[src/rtl/ib_v2c_wb_ctrl.sv]
// V2C write-back controller for one degree-3 IB variable node: samples VNU outputs
// (channel LLR on iteration 0), delays them to match the c2v path, writes by layer.
//
// state  | meaning
// IDLE   | waiting for iter_start
// FIRST  | iteration 0, channel LLR bypassed into all three fields
// NORMAL | iterations 1..MAX_ITER-1, VNU messages written
// DRAIN  | final sample taken, pipeline emptying
module ib_v2c_wb_ctrl #(
   parameter int QUAN_SIZE      = 4,
   parameter int PIPELINE_DEPTH = 3,
   parameter int LAYER_NUM      = 4,
   parameter int ADDR_WIDTH     = 2,
   parameter int MAX_ITER       = 10,
   parameter int ITER_WIDTH     = 4
) (
   input  logic                   read_clk,
   input  logic                   rstn,
   input  logic                   iter_start,
   input  logic                   vnu_valid,
   input  logic [QUAN_SIZE-1:0]   M0,
   input  logic [QUAN_SIZE-1:0]   M1,
   input  logic [QUAN_SIZE-1:0]   M2,
   input  logic [QUAN_SIZE-1:0]   ch_llr,
   output logic                   v2c_we,
   output logic [ADDR_WIDTH-1:0]  v2c_addr,
   output logic [3*QUAN_SIZE-1:0] v2c_wdata,
   output logic                   v2c_src,
   output logic [ITER_WIDTH-1:0]  iter_cnt,
   output logic                   busy,
   output logic                   done
);

   localparam int STAGES = PIPELINE_DEPTH - 1;
   localparam logic [ADDR_WIDTH-1:0] LAST_LAYER = ADDR_WIDTH'(LAYER_NUM - 1);
   localparam logic [ITER_WIDTH-1:0] LAST_ITER  = ITER_WIDTH'(MAX_ITER - 1);

   typedef enum logic [1:0] {
      S_IDLE   = 2'd0,
      S_FIRST  = 2'd1,
      S_NORMAL = 2'd2,
      S_DRAIN  = 2'd3
   } state_t;

   state_t                  r_state;
   logic [ADDR_WIDTH-1:0]   r_layer_cnt;
   logic [ITER_WIDTH-1:0]   r_iter_cnt;

   logic [STAGES-1:0]                    r_vld;
   logic [STAGES-1:0]                    r_last;
   logic [STAGES-1:0][ADDR_WIDTH-1:0]    r_addr;
   logic [STAGES-1:0][3*QUAN_SIZE-1:0]   r_data;

   logic                   w_sample;
   logic                   w_layer_end;
   logic                   w_last;
   logic                   w_final_out;
   logic [3*QUAN_SIZE-1:0] w_data;

   assign w_sample    = vnu_valid && (r_state == S_FIRST || r_state == S_NORMAL);
   assign w_layer_end = (r_layer_cnt == LAST_LAYER);
   assign w_last      = w_layer_end && (r_iter_cnt == LAST_ITER);
   assign w_data      = (r_state == S_FIRST) ? {ch_llr, ch_llr, ch_llr} : {M2, M1, M0};
   assign w_final_out = r_vld[STAGES-1] && r_last[STAGES-1];

   always_ff @(posedge read_clk or negedge rstn) begin
      if (!rstn) begin
         r_state     <= S_IDLE;
         r_layer_cnt <= '0;
         r_iter_cnt  <= '0;
      end else begin
         case (r_state)
            S_IDLE: begin
               if (iter_start) begin
                  r_state     <= S_FIRST;
                  r_layer_cnt <= '0;
                  r_iter_cnt  <= '0;
               end
            end
            S_FIRST, S_NORMAL: begin
               if (w_sample) begin
                  r_layer_cnt <= w_layer_end ? '0 : r_layer_cnt + 1'b1;
                  // the final sample leaves iter_cnt parked at MAX_ITER-1
                  if (w_layer_end && !w_last)
                     r_iter_cnt <= r_iter_cnt + 1'b1;
                  if (w_last)
                     r_state <= S_DRAIN;
                  else if (r_state == S_FIRST && w_layer_end)
                     r_state <= S_NORMAL;
               end
            end
            S_DRAIN: begin
               if (w_final_out)
                  r_state <= S_IDLE;
            end
            default: r_state <= S_IDLE;
         endcase
      end
   end

   always_ff @(posedge read_clk or negedge rstn) begin
      if (!rstn) begin
         r_vld  <= '0;
         r_last <= '0;
         r_addr <= '0;
         r_data <= '0;
      end else begin
         r_vld[0]  <= w_sample;
         r_last[0] <= w_sample && w_last;
         r_addr[0] <= r_layer_cnt;
         r_data[0] <= w_data;
         for (int i = 1; i < STAGES; i++) begin
            r_vld[i]  <= r_vld[i-1];
            r_last[i] <= r_last[i-1];
            r_addr[i] <= r_addr[i-1];
            r_data[i] <= r_data[i-1];
         end
      end
   end

   assign v2c_we    = r_vld[STAGES-1];
   assign v2c_addr  = r_addr[STAGES-1];
   assign v2c_wdata = r_data[STAGES-1];
   assign done      = w_final_out;
   assign v2c_src   = (r_state == S_FIRST);
   assign busy      = (r_state != S_IDLE);
   assign iter_cnt  = r_iter_cnt;

endmodule

[config.mk]
export PLATFORM = sky130hd
export DESIGN_NAME = ib_v2c_wb_ctrl
export DESIGN_NICKNAME = d
export VERILOG_FILES = /design/src/rtl/ib_v2c_wb_ctrl.sv
export SDC_FILE = /design/constraint.sdc
export NUM_CORES = 1
export LEC_CHECK = 0
export BUFFER_PORTS_ARGS = -buffer_cell sky130_fd_sc_hd__buf_2
export CAP_MARGIN = 10
export CORE_MARGIN = 2
export CORE_UTILIZATION = 23
export DETAILED_ROUTE_END_ITERATION = 16
export PLACE_DENSITY = 0.45
export SYNTH_ARGS = -nofsm -noshare
export SYNTH_HDL_FRONTEND = slang
export SYNTH_SLANG_ARGS = --single-unit
[constraint.sdc]
create_clock -name read_clk -period 1.8 [get_ports read_clk]
set_clock_uncertainty 0.2 [all_clocks]
set_input_delay 0.09 -clock read_clk [delete_from_list [all_inputs] [get_ports read_clk]]
set_output_delay 0.09 -clock read_clk [all_outputs]
set_load 0.005 [all_outputs]
==> results.json <==
{
  "status": "finished with violations",
  "violations": "negative setup slack",
  "crit_chain": "inv_2 -> ha_4 -> bufinv_8 -> o22ai_4 -> or4_1 -> nand3_1",
  "numCtsBuffers": 5,
  "path_buf_inv": 2,
  "grt_pass1_wl_um": 5070,
  "drive_gt1_share_pct": 41.6,
  "cpPeakStageDelay_ns": 0.47,
  "die_h_um": 88.4,
  "detail-route-antenna-nets": 0,
  "maxSlewViolCount": 0,
  "drc_errors": 0,
  "antenna_found_initial": 0,
  "syn_avg_cell_area_um2": 11.8,
  "synth.distinct_cells": 34,
  "min_path_type": "input pin to async pin",
  "hpwl_um": 2340,
  "finalWorstSetupSlack_ns": -0.00168,
  "totalWireLength_um": 3190,
  "syn_area_um2": 1640,
  "max_clock_freq_mhz": 555,
  "critPathMaxFanout": 6,
  "drtIter0Drc": 17,
  "rsz0062_at_grt": "true",
  "tightest_slew_ns": 0.470,
  "dieArea_um2": 7820,
  "root_buffer": "clkbuf_8",
  "crit_family": "simple AND/OR/NAND/NOR gates",
  "gp_congestion": 0.803,
  "clk_pin_slew_ns": 0.08,
  "core_um2": 6830,
  "pre_cts_ws_ns": -0.108,
  "rows": 30,
  "yosysWarnings": 0,
  "leakagePower_uw": 0.00121,
  "initial_utilization_pct": 24.0,
  "yosysMostFrequentCell": "dfrtp_1",
  "fin_crit_ns": 1.80,
  "synth_largest_area_cell": "dfrtp_1",
  "grt_max_degree": 22,
  "finalSetupViolations": 1,
  "clkLatencyLatePin_ns": 0.28,
  "h-tree-depth": 2,
  "grt_util_all_layers_pct": 8.45,
  "grt_overflow": 0,
  "design_area_um2": 2450,
  "cts_sinks": 40,
  "synth_commonest_cells": "40 x dfrtp_1, 17 x inv_1, 16 x o21ai_0, 14 x buf_4, 8 x nand2_1",
  "die_w_um": 88.4,
  "drt-pass1-iter-count": 4,
  "synth_ff_type": "dfrtp_1",
  "placed_cell_area_um2": 2030,
  "port_buffers": 41,
  "critPathLaunchType": "flop",
  "wl_per_cell_um": 10.1,
  "fin_nets": 244,
  "finalCritPeriodShare_pct": 100,
  "cts_tree": "done",
  "synth_cells": 139,
  "synth_top_area_share_pct": 61.1,
  "power_density_nw_per_um2": 1710,
  "antenna_cells": 0,
  "finalHoldViolCount": 0,
  "slowest_stage": "or4_1",
  "synth_seq_cells": 40,
  "synth_area_leaders": "dfrtp_1 61%, buf_4 6.4%, o21ai_0 4.9%",
  "seq_area_frac_synth_pct": 61.1,
  "boundaryPins": 42,
  "grt_pass1_vias": 1105,
  "synth_edf_count": 0,
  "endpoint_kind": "flop",
  "worstSetupPathType": "flop to flop",
  "max-cap-violations": 0,
  "slew_headroom_pct": 68.7,
  "crit_arrival_ns": 1.83,
  "cts_buffer_depth": 2,
  "syn_to_final_growth_pct": 49.4,
  "vias": 1212,
  "vias_per_cell": 3.85,
  "synthArstFlopShare_pct": 100,
  "syn_nets": 165,
  "required_ns": 1.83,
  "vdd_drop_max_v": 0.00106
}
==> state kept, by name, summed over array words and instances (netlist names) <==
signal / cells
iter_cnt: 4
r_addr: 2
r_data: 12
r_last: 2
r_layer_cnt: 2
r_state: 2
r_vld: 2
v2c_addr: 2
v2c_wdata: 12
==> placed cells by master, fill, tap and decap left out, types with 2 or more instances in the layout <==
cell type	n
mux2i_1	3
inv_2	2
dlygate4sd3_1	19
dfrtp_1	40
a22oi_1	2
buf_6	2
nand2_1	8
a31oi_1	2
clkbuf_8	5
buf_2	41
nand3_1	3
inv_1	15
nor3_1	2
ha_1	5
buf_4	26
nand3b_1	2
o21ai_0	14
==> power by group <==
group	switching, uW	internal (uW)
Sequential	104	1240
Clock	310	417
Combinational	935	1190
==> path summary, 6_finish.rpt <==
| path | cells past startpoint | to | start | slack (ns) |
|---|---|---|---|---|
| worst min register to register | 0 | v2c_addr[1] | r_addr[1] | 0.15 |
| max in group asynchronous | 3 | r_addr[0] | rstn | 0.85 |
| worst max-delay path | 6 | iter_cnt[3] | r_state[0] | -0.002 |
| min in group read_clk | 0 | v2c_addr[1] | r_addr[1] | 0.15 |
| worst min-delay path | 2 | v2c_wdata[2] | rstn | 0.08 |
| worst max register to register | 6 | iter_cnt[3] | r_state[0] | -0.002 |
==> stage by stage <==
step / TNS, ns / hold slack (ns) / total power (uW) / utilization [%] / instances
after floorplan: -0.0116 / -0.406 / 2480 / - / 139
after global placement: -0.348 / -0.133 / 3160 / 29.7 / 282
after detailed placement: -0.450 / -0.134 / 3140 / 29.7 / 282
after CTS: -0.00852 / 0.0804 / 4010 / 34.7 / 310
after global routing: -0.197 / 0.131 / 4520 / 35.8 / 315
final: -0.00168 / 0.0830 / 4200 / 35.8 / 315
==> kinds of logic after synthesis <==
family / after synthesis / synth area share (%)
AND/OR/NAND/NOR: 26 / 8.86
buffers and inverters: 35 / 12.6
AO/OA/AOI/OAI: 29 / 11.1
multiplexers: 3 / 1.83
adder cells (fa/ha/maj): 6 / 4.58
flip-flops: 40 / 61.1
==> cell type report <==
| cell class | count | area [um^2] |
|---|---|---|
| Clock buffer | 5 | 68.8 |
| Clock inverter | 3 | 46.3 |
| Fill cell | 680 | 4380 |
| Inverter | 18 | 81.3 |
| Multi-Input combinational cell | 64 | 498 |
| Sequential cell | 40 | 1000 |
| Tap cell | 96 | 120 |
| Timing Repair Buffer | 89 | 633 |
==> per-layer routing <==
layer,vias to the layer above,GRT usage [%],routed length [um]
li1,607,-,-
met5,-,0,0
met2,35,13.0,1540
met1,568,10.9,1470
met4,0,3.72,25
met3,2,2.80,163
==> worst reg2reg max path: cells and delay by family (launching register included) <==
kind	cells	cell delay, ns
adders and majority gates	1	0.21
AOI/OAI and AO/OA	1	0.09
and+or+nand+nor	2	0.56
DFF	1	0.40
buffers and inverters	2	0.29
==> timing repair <==
item / CTS / global route
pin swaps: 0 / 3
buffers inserted: 1 / 5
setup endpoints to repair: 6 / 7
hold buffers: 19 / 0
endpoints found under the hold margin: 55 / 0
resized for setup: 5 / 10
Power figures use the tool's default switching activity.
